--- src/rtl/fifo_rd_unpacker_if.sv ---
// FIFO read-port and downstream byte-sink signals of the read-side unpacker.
// master = unpacker side, slave = FIFO memory / byte sink side.
interface fifo_rd_unpacker_if #(
  parameter int DATA_WIDTH = 8
);
  logic                      rempty;
  logic [2*DATA_WIDTH-1:0]   rd_data;
  logic                      rd_data_valid;
  logic                      rinc;
  logic [DATA_WIDTH-1:0]     out_data;
  logic                      out_valid;
  logic                      out_ready;

  modport master (
    input  rempty, rd_data, rd_data_valid, out_ready,
    output rinc, out_data, out_valid
  );

  modport slave (
    output rempty, rd_data, rd_data_valid, out_ready,
    input  rinc, out_data, out_valid
  );
endinterface

--- src/rtl/fifo_rd_unpacker.sv ---
// Read-domain FIFO consumer: fetches 2-byte words one at a time and streams them
// to a byte sink low byte first, with a delivered-byte counter and sticky error flags.
module fifo_rd_unpacker #(
  parameter int DATA_WIDTH = 8,
  parameter int CNT_WIDTH  = 16
) (
  input  logic                 rclk,
  input  logic                 rrst_n,
  input  logic                 en,
  fifo_rd_unpacker_if.master   bus,
  output logic [CNT_WIDTH-1:0] byte_cnt,
  output logic [1:0]           err,
  output logic [1:0]           state_dbg
);

  // Sink handshake: a byte transfers on any cycle with out_valid && out_ready;
  // once out_valid rises it stays high with out_data stable until that transfer.
  typedef enum logic [1:0] {
    ST_IDLE = 2'd0,
    ST_WAIT = 2'd1,
    ST_LO   = 2'd2,
    ST_HI   = 2'd3
  } state_t;

  state_t                  state;
  state_t                  state_nxt;
  logic [2*DATA_WIDTH-1:0] hold;
  logic                    can_read;
  logic                    load;
  logic                    miss;
  logic                    rinc;
  logic                    out_valid;
  logic [DATA_WIDTH-1:0]   out_data;

  // rrst_n is folded in so rinc is forced low for the whole reset, not just after the edge.
  assign can_read = rrst_n && en && !bus.rempty;

  always_comb begin
    state_nxt = state;
    rinc      = 1'b0;
    out_valid = 1'b0;
    out_data  = '0;
    load      = 1'b0;
    miss      = 1'b0;
    case (state)
      ST_IDLE: begin
        if (can_read) begin
          rinc      = 1'b1;
          state_nxt = ST_WAIT;
        end
      end
      ST_WAIT: begin
        if (bus.rd_data_valid) begin
          load      = 1'b1;
          state_nxt = ST_LO;
        end else begin
          miss      = 1'b1;
          state_nxt = ST_IDLE;
        end
      end
      ST_LO: begin
        out_valid = 1'b1;
        out_data  = hold[DATA_WIDTH-1:0];
        if (bus.out_ready) state_nxt = ST_HI;
      end
      ST_HI: begin
        out_valid = 1'b1;
        out_data  = hold[2*DATA_WIDTH-1:DATA_WIDTH];
        if (bus.out_ready) begin
          if (can_read) begin
            rinc      = 1'b1;
            state_nxt = ST_WAIT;
          end else begin
            state_nxt = ST_IDLE;
          end
        end
      end
      default: state_nxt = ST_IDLE;
    endcase
  end

  always_ff @(posedge rclk or negedge rrst_n) begin
    if (!rrst_n) begin
      state    <= ST_IDLE;
      hold     <= '0;
      byte_cnt <= '0;
      err      <= 2'b00;
    end else begin
      state <= state_nxt;
      if (load) hold <= bus.rd_data;
      if (out_valid && bus.out_ready) byte_cnt <= byte_cnt + 1'b1;
      if (miss) err[0] <= 1'b1;
      // A strobe outside WAIT has no read behind it; its data is dropped.
      if (bus.rd_data_valid && (state != ST_WAIT)) err[1] <= 1'b1;
    end
  end

  assign bus.rinc      = rinc;
  assign bus.out_valid = out_valid;
  assign bus.out_data  = out_data;
  assign state_dbg     = state;

endmodule

--- src/flat_wrapper.sv ---
// flat-port wrapper written by rule: the top's interface ports become plain ports
module fifo_rd_unpacker_flat 
#(
  parameter int DATA_WIDTH = 8,
  parameter int CNT_WIDTH  = 16
)
  (rclk, rrst_n, en, byte_cnt, err, state_dbg, bus_rempty, bus_rd_data, bus_rd_data_valid, bus_out_ready, bus_rinc, bus_out_data, bus_out_valid);
  fifo_rd_unpacker_if #(.DATA_WIDTH(DATA_WIDTH)) bus_i ();
  input  logic rclk;
  input  logic rrst_n;
  input  logic en;
  output logic [CNT_WIDTH-1:0] byte_cnt;
  output logic [1:0] err;
  output logic [1:0] state_dbg;
  input wire logic [$bits(bus_i.rempty)-1:0] bus_rempty;
  input wire logic [$bits(bus_i.rd_data)-1:0] bus_rd_data;
  input wire logic [$bits(bus_i.rd_data_valid)-1:0] bus_rd_data_valid;
  input wire logic [$bits(bus_i.out_ready)-1:0] bus_out_ready;
  output wire logic [$bits(bus_i.rinc)-1:0] bus_rinc;
  output wire logic [$bits(bus_i.out_data)-1:0] bus_out_data;
  output wire logic [$bits(bus_i.out_valid)-1:0] bus_out_valid;
  assign bus_i.rempty = bus_rempty;
  assign bus_i.rd_data = bus_rd_data;
  assign bus_i.rd_data_valid = bus_rd_data_valid;
  assign bus_i.out_ready = bus_out_ready;
  assign bus_rinc = bus_i.rinc;
  assign bus_out_data = bus_i.out_data;
  assign bus_out_valid = bus_i.out_valid;
  fifo_rd_unpacker #(.DATA_WIDTH(DATA_WIDTH), .CNT_WIDTH(CNT_WIDTH)) u_core (.rclk(rclk), .rrst_n(rrst_n), .en(en), .bus(bus_i), .byte_cnt(byte_cnt), .err(err), .state_dbg(state_dbg));
endmodule
--- config.mk ---
export PLATFORM = sky130hd
export DESIGN_NAME = fifo_rd_unpacker_flat
export DESIGN_NICKNAME = d
export VERILOG_FILES = /design/src/rtl/fifo_rd_unpacker_if.sv /design/src/rtl/fifo_rd_unpacker.sv /design/src/flat_wrapper.sv
export SDC_FILE = /design/constraint.sdc
export NUM_CORES = 1
export LEC_CHECK = 0
export BUFFER_PORTS_ARGS = -buffer_cell sky130_fd_sc_hd__buf_4
export CAP_MARGIN = 10
export CORE_MARGIN = 1.5
export CORE_UTILIZATION = 54
export DETAILED_ROUTE_END_ITERATION = 8
export GPL_TIMING_DRIVEN = 0
export PLACE_DENSITY = 0.91
export SLEW_MARGIN = 5
export SYNTH_ARGS = -nofsm -noshare
export SYNTH_HDL_FRONTEND = slang
export SYNTH_SLANG_ARGS = --single-unit
--- constraint.sdc ---
create_clock -name rclk -period 3.75 [get_ports rclk]
set_input_delay 0.375 -clock rclk [delete_from_list [all_inputs] [get_ports rclk]]
set_output_delay 0.375 -clock rclk [all_outputs]
set_load 0.1 [all_outputs]
==> results of run 1 <==
-- cell families after synthesis --
logic type,count (synthesis),synth area share
flops,36,0.537
simple gates,32,0.116
compound gates,17,0.0866
mux,17,0.113
xor+xnor,15,0.0784
buf+inv,8,0.0239
fa+ha+maj,6,0.0448
-- metal layers --
layer	GRT usage	vias to the layer above	routed length (um)
met2	0.387	40	1820
met5	0	-	0
met4	0.0584	0	40
li1	-	579	-
met1	0.262	598	1390
met3	0.0879	6	212
-- per-stage QoR --
step	area (um2)	std cells
floorplan	1680	131
global placement	2110	215
detailed placement	2110	215
CTS	2170	224
global route	2170	224
finish	2170	224
-- final cells by class --
class | count | area, um2
clock buffers | 8 | 58.8
repair buffers | 52 | 393
multi-input cells | 87 | 741
inverters | 5 | 18.8
well taps | 33 | 41.3
plain buffers | 3 | 21.3
fillers | 217 | 828
flip-flops and latches | 36 | 901
-- report_power, final --
group | switching [mW] | leakage [nW] | total, mW | internal, mW
clock network | 0.119 | 0.0326 | 0.212 | 0.0925
registers | 0.0922 | 0.448 | 0.601 | 0.509
logic | 0.706 | 0.586 | 1.00 | 0.295
total | 0.917 | 1.07 | 1.81 | 0.897
-- how the worst max path moves through the flow --
stage	start	endpoint	slack, ns	cells past startpoint
2_1_floorplan	register	bus_rinc	0.62	4
3_3_place_gp	rrst_n	bus_rinc	1.88	4
3_5_place_dp	rrst_n	bus_rinc	1.84	4
4_1_cts	rrst_n	bus_rinc	1.28	5
5_1_grt	rrst_n	bus_rinc	1.20	5
6_report	rrst_n	bus_rinc	1.32	5
-- worst max-delay path: cells and delay by family --
kind,cells,cell delay (ns)
buffers and inverters,3,1.24
and+or+nand+nor,2,0.42
-- sequential cells by signal, indices dropped and copies added, names as in the netlist, named ones only --
register          flops
u_core.state_dbg      1
u_core.hold          16
u_core.byte_cnt      16
u_core.err            2
-- Yosys cell counts (2+ instances only) --
library cell,n,area (um2)
a22o_1,8,70.1
nand2_1,12,45.0
nand3_1,5,25.0
mux2_2,16,180
xor2_1,2,17.5
and4_4,2,22.5
dfrtp_1,36,901
nand4_1,2,12.5
o21bai_1,2,15.0
ha_1,6,75.1
and2_1,2,12.5
inv_1,5,18.8
buf_2,2,10.0
xnor2_1,13,114
==> results.json, run 1 <==
{
  "outcome": "complete, no violations",
  "htree_levels": 2,
  "finalWirelength_um": 3470,
  "setup_viol": 0,
  "synth.yosys.seq_area_share": 0.537,
  "postSynthNetCount": 159,
  "avgViaCountPerCell": 5.46,
  "clkLatencyLatePin_ns": 0.34,
  "fin_util": 0.724,
  "post-route-min-period_ns": 2.43,
  "routed_wire_length_per_instance_um": 15.5,
  "post_synth_edffs": 0,
  "gpl.final_weighted_congestion": 0.833,
  "final_min_period_over_clock_period": 0.649,
  "crit_type": "in2out",
  "p_total_mw": 1.81,
  "min_from": "bus_rd_data[2]",
  "antenna_cells_inserted": 0,
  "gate_count_of_the_mapped_netlist": 131,
  "maxClockFrequency_mhz": 411,
  "die_area_um2": 3450,
  "io-pin-count": 52,
  "hold_slack_ns": 0.266,
  "die_w_um": 58.7,
  "most-common-layout-cells": "51 x buf_4, 36 x dfrtp_1, 16 x mux2_2, 13 x xnor2_1, 12 x nand2_1",
  "drive_above_1_share": 0.450,
  "worst_slew_margin_rel": 0.700,
  "fin_ws_ns": 1.32,
  "finalSetupTns_ns": 0,
  "cts_root_buf": "clkbuf_4",
  "drt_first_pass_iters": 4,
  "antenna_left": 0,
  "logic_depth_of_the_worst_register_to_register_path": 5,
  "core_um2": 3000,
  "finalHoldViolCount": 0,
  "first_global_vias": 1263,
  "clock_tree.buffer_depth": 2,
  "floorplan.rows": 20,
  "layout.cells.most_common": "buf_4",
  "place.port_buffers": 51,
  "hold_depth": 2,
  "grt_max_degree": 38,
  "antenna_violations_before_repair": 0,
  "synthDistinctLibCells": 32,
  "vdd.ir_drop.worst_uv": 504,
  "clk_transition_reported_paths_ns": 0.10,
  "grt.overflow.total": 0,
  "timing.critical_path.mode_cell": "buf_4",
  "hold_class": "in2reg",
  "worst-slew-pin-transition_ns": 0.450,
  "mappedNetlistArea_um2": 1680,
  "worstHoldEndpoint": "u_core.hold[2]",
  "power.density_cell_area_nw_per_um2": 834,
  "worst_r2r_setup_slack_ns": 1.91,
  "clock_sinks": 36,
  "rsz0062_at_grt": "no",
  "initial_core_util": 0.558,
  "cts-resized-gates": 0,
  "layout-area-overhead-vs-synth_pct": 29.7,
  "worstPathCellList": "dlygate4sd3_1, buf_4, nand3b_1, nor3_2, buf_4",
  "timing.critical_path.to_type": "primary output",
  "worst-endpoint-arrival_ns": 2.06,
  "cts_inserted_buffers": 5,
  "die_height_um": 58.7,
  "yosys_warnings": 0,
  "maximum_single_stage_delay_on_the_critical_path_ns": 0.53,
  "clock_skew_ns": 0.00634,
  "setup.worst_path.start_class": "input pin",
  "slew_viol_final": 0,
  "dpl_worst_slack_ns": 1.84,
  "synth-async-reset-ratio": 1.00,
  "grt_pass1_wl_um": 5780,
  "tritoncts": "yes",
  "post-dp-hpwl_um": 2640,
  "required_ns": 3.38,
  "final_nets": 218,
  "timing.max_cap.violations": 0,
  "ctsHoldBuffers": 1,
  "buffer_count_from_post_cts_setup_fixing": 0,
  "vias": 1223,
  "cellLeakagePower_nw": 1.07,
  "detailedRoute.firstIterationViolations": 38,
  "syn_area_per_cell_um2": 12.8,
  "grt_usage": 0.225,
  "top_fanout_value_on_the_critical_path": 37,
  "worst_path_max_delay_cell": "dlygate4sd3_1",
  "ys_ff_latch": 36,
  "remaining_drc_errors": 0,
  "yosys_most_used_dff": "dfrtp_1",
  "crit-reg2reg-capture": "u_core.hold[14]"
}
(Power assumes the default switching activity.)
==> run 2: changes to the inputs <==
--- a/config.mk
+++ b/config.mk
@@ -8,10 +8,10 @@
 export BUFFER_PORTS_ARGS = -buffer_cell sky130_fd_sc_hd__buf_4
 export CAP_MARGIN = 10
 export CORE_MARGIN = 1.5
-export CORE_UTILIZATION = 54
+export CORE_UTILIZATION = 45
 export DETAILED_ROUTE_END_ITERATION = 8
 export GPL_TIMING_DRIVEN = 0
-export PLACE_DENSITY = 0.91
+export PLACE_DENSITY = 0.81
 export SLEW_MARGIN = 5
 export SYNTH_ARGS = -nofsm -noshare
 export SYNTH_HDL_FRONTEND = slang
==> constraint.sdc (replaced) <==
create_clock -name rclk -period 2.21 [get_ports rclk]
set_input_delay 0.221 -clock rclk [delete_from_list [all_inputs] [get_ports rclk]]
set_output_delay 0.221 -clock rclk [all_outputs]
set_load 0.1 [all_outputs]
==> run 2 against run 1 <==
Against the previous run:
- die area is 19% higher
- first-iteration DRC count is 63% higher
- combinational power is 72% higher
- flip-flop and latch count stayed put
- core utilization is 6.6 points lower
- routed wire length is 3.8% lower
- cell count is 6.3% higher
- clock power is 120% higher
- critical endpoint is now bus_out_data[7]
==> results.json, run 2 (same netlist as run 1, synthesis figures left out) <==
{
  "tritoncts": "yes",
  "initial_core_util": 0.487,
  "largest_registers": "u_core.byte_cnt: 16 flops, u_core.hold: 16 flops, u_core.err: 2 flops",
  "layout-area-overhead-vs-synth_pct": 35.1,
  "numPlacedInstances": 228,
  "logic_depth_of_the_worst_register_to_register_path": 4,
  "antenna_cells_inserted": 0,
  "cts_root_buf": "clkbuf_8",
  "worst_slew_margin_rel": 0.741,
  "finalHoldViolCount": 0,
  "power.density_cell_area_nw_per_um2": 1420,
  "crit-reg2reg-capture": "u_core.hold[2]",
  "timing.critical_path.to_type": "primary output",
  "antenna_left": 0,
  "htree_levels": 2,
  "top_layer": "met4",
  "critical_path.n_buffers_inverters": 3,
  "worst_r2r_setup_slack_ns": 0.34,
  "top_fanout_value_on_the_critical_path": 10,
  "drive_above_1_share": 0.479,
  "final_nets": 219,
  "grt.overflow.total": 0,
  "dpl_cell_area_um2": 2150,
  "min_from": "bus_rd_data[14]",
  "vdd.ir_drop.worst_uv": 704,
  "gpl.final_weighted_congestion": 0.774,
  "clock_skew_ns": 0.00514,
  "detailedRoute.firstIterationViolations": 62,
  "wl_met3_um": 227,
  "crit_type": "reg2out",
  "stdcell_area_um2": 2270,
  "hold_class": "in2reg",
  "core_um2": 3440,
  "slew_viol_final": 0,
  "post-dp-hpwl_um": 2420,
  "setup_viol": 0,
  "clock_tree.buffer_depth": 2,
  "buffer_count_from_post_cts_setup_fixing": 0,
  "avgViaCountPerCell": 5.10,
  "worst-endpoint-arrival_ns": 1.76,
  "grt_pass1_wl_um": 6030,
  "clkLatencyLatePin_ns": 0.29,
  "finalWirelength_um": 3340,
  "place.port_buffers": 51,
  "drt_first_pass_iters": 4,
  "outcome": "complete, no violations",
  "worst_path_max_delay_cell": "dfrtp_4",
  "floorplan.rows": 21,
  "antenna_violations_before_repair": 0,
  "first_global_vias": 1338,
  "grt_usage": 0.190,
  "wl_met1_um": 1340,
  "worstHoldEndpoint": "u_core.hold[14]",
  "fin_ws_ns": 0.233,
  "layout.cells.most_common": "buf_4",
  "rsz0062_at_grt": "no",
  "n_fill_cell": 273,
  "post-route-min-period_ns": 1.98,
  "maxClockFrequency_mhz": 506,
  "clock_sinks": 36,
  "remaining_drc_errors": 0,
  "r2r_path_start": "u_core.state_dbg[0]",
  "dpl_worst_slack_ns": 0.332,
  "hold_depth": 2,
  "fin_cells": 238,
  "grt_max_degree": 37,
  "cts_inserted_buffers": 5,
  "final_min_period_over_clock_period": 0.894,
  "routed_wire_length_per_instance_um": 14.0,
  "met2RoutedLength_um": 1720,
  "worstPathCellList": "inv_1, ha_1, buf_6, a22o_1, buf_4",
  "most-common-layout-cells": "51 x buf_4, 34 x dfrtp_1, 16 x mux2_2, 13 x xnor2_1, 12 x nand2_1",
  "io-pin-count": 52,
  "maximum_single_stage_delay_on_the_critical_path_ns": 0.51,
  "setup.worst_path.start_class": "register",
  "required_ns": 1.99,
  "timing.max_cap.violations": 0,
  "cpLargestDelayFamily": "buffers and inverters",
  "worst-slew-pin-transition_ns": 0.388,
  "vias": 1214,
  "die_w_um": 64.0,
  "clk_transition_reported_paths_ns": 0.08,
  "cellLeakagePower_nw": 1.09,
  "die_area_um2": 4100,
  "finalSetupTns_ns": 0,
  "die_height_um": 64.0
}
==> run 2: cell type report <==
class | count | area (um2) | area share
flip-flops and latches | 36 | 908 | 0.401
multi-input cells | 87 | 759 | 0.335
repair buffers | 53 | 413 | 0.182
clock buffers | 5 | 68.8 | 0.0304
well taps | 46 | 57.6 | 0.0254
plain buffers | 3 | 21.3 | 0.00939
clock inverters | 3 | 18.8 | 0.00828
inverters | 5 | 18.8 | 0.00828
==> run 2: worst max-delay path by stage <==
stage | cells after the start | from | slack, ns | endpoint
after floorplan | 4 | u_core.state_dbg[0] | 0.06 | bus_rinc
after global placement | 4 | u_core.state_dbg[0] | 0.38 | u_core.hold[4]
after detailed placement | 4 | u_core.state_dbg[0] | 0.33 | u_core.hold[2]
after CTS | 5 | u_core.state_dbg[0] | 0.22 | bus_rinc
after global routing | 5 | u_core.state_dbg[0] | 0.16 | bus_rinc
final | 5 | u_core.state_dbg[0] | 0.23 | bus_out_data[7]
==> run 2: through the flow <==
step / total power, mW / hold slack [ns] / util
finish: 3.21 / 0.158 / 0.658
global placement: 2.71 / 0.198 / 0.624
CTS: 3.24 / 0.153 / 0.658
detailed placement: 2.76 / 0.205 / 0.624
floorplan: 2.40 / -0.0746 / -
global route: 3.38 / 0.146 / 0.658
==> run 2: timing repair <==
item / in CTS / in global routing
hold buffers: 2 / 0
resized for setup: 0 / 0
hold endpoints to repair: 36 / 0
==> run 2: layer usage <==
layer | vias to the layer above | GRT usage
met5 | - | 0
met4 | 0 | 0.0734
met3 | 6 | 0.0634
met2 | 44 | 0.320
met1 | 586 | 0.223
li1 | 578 | -
==> run 2: power breakdown <==
part	switching (mW)	internal, mW	total [mW]
Sequential	0.160	0.875	1.04
Combinational	1.20	0.513	1.72
Clock	0.239	0.219	0.459
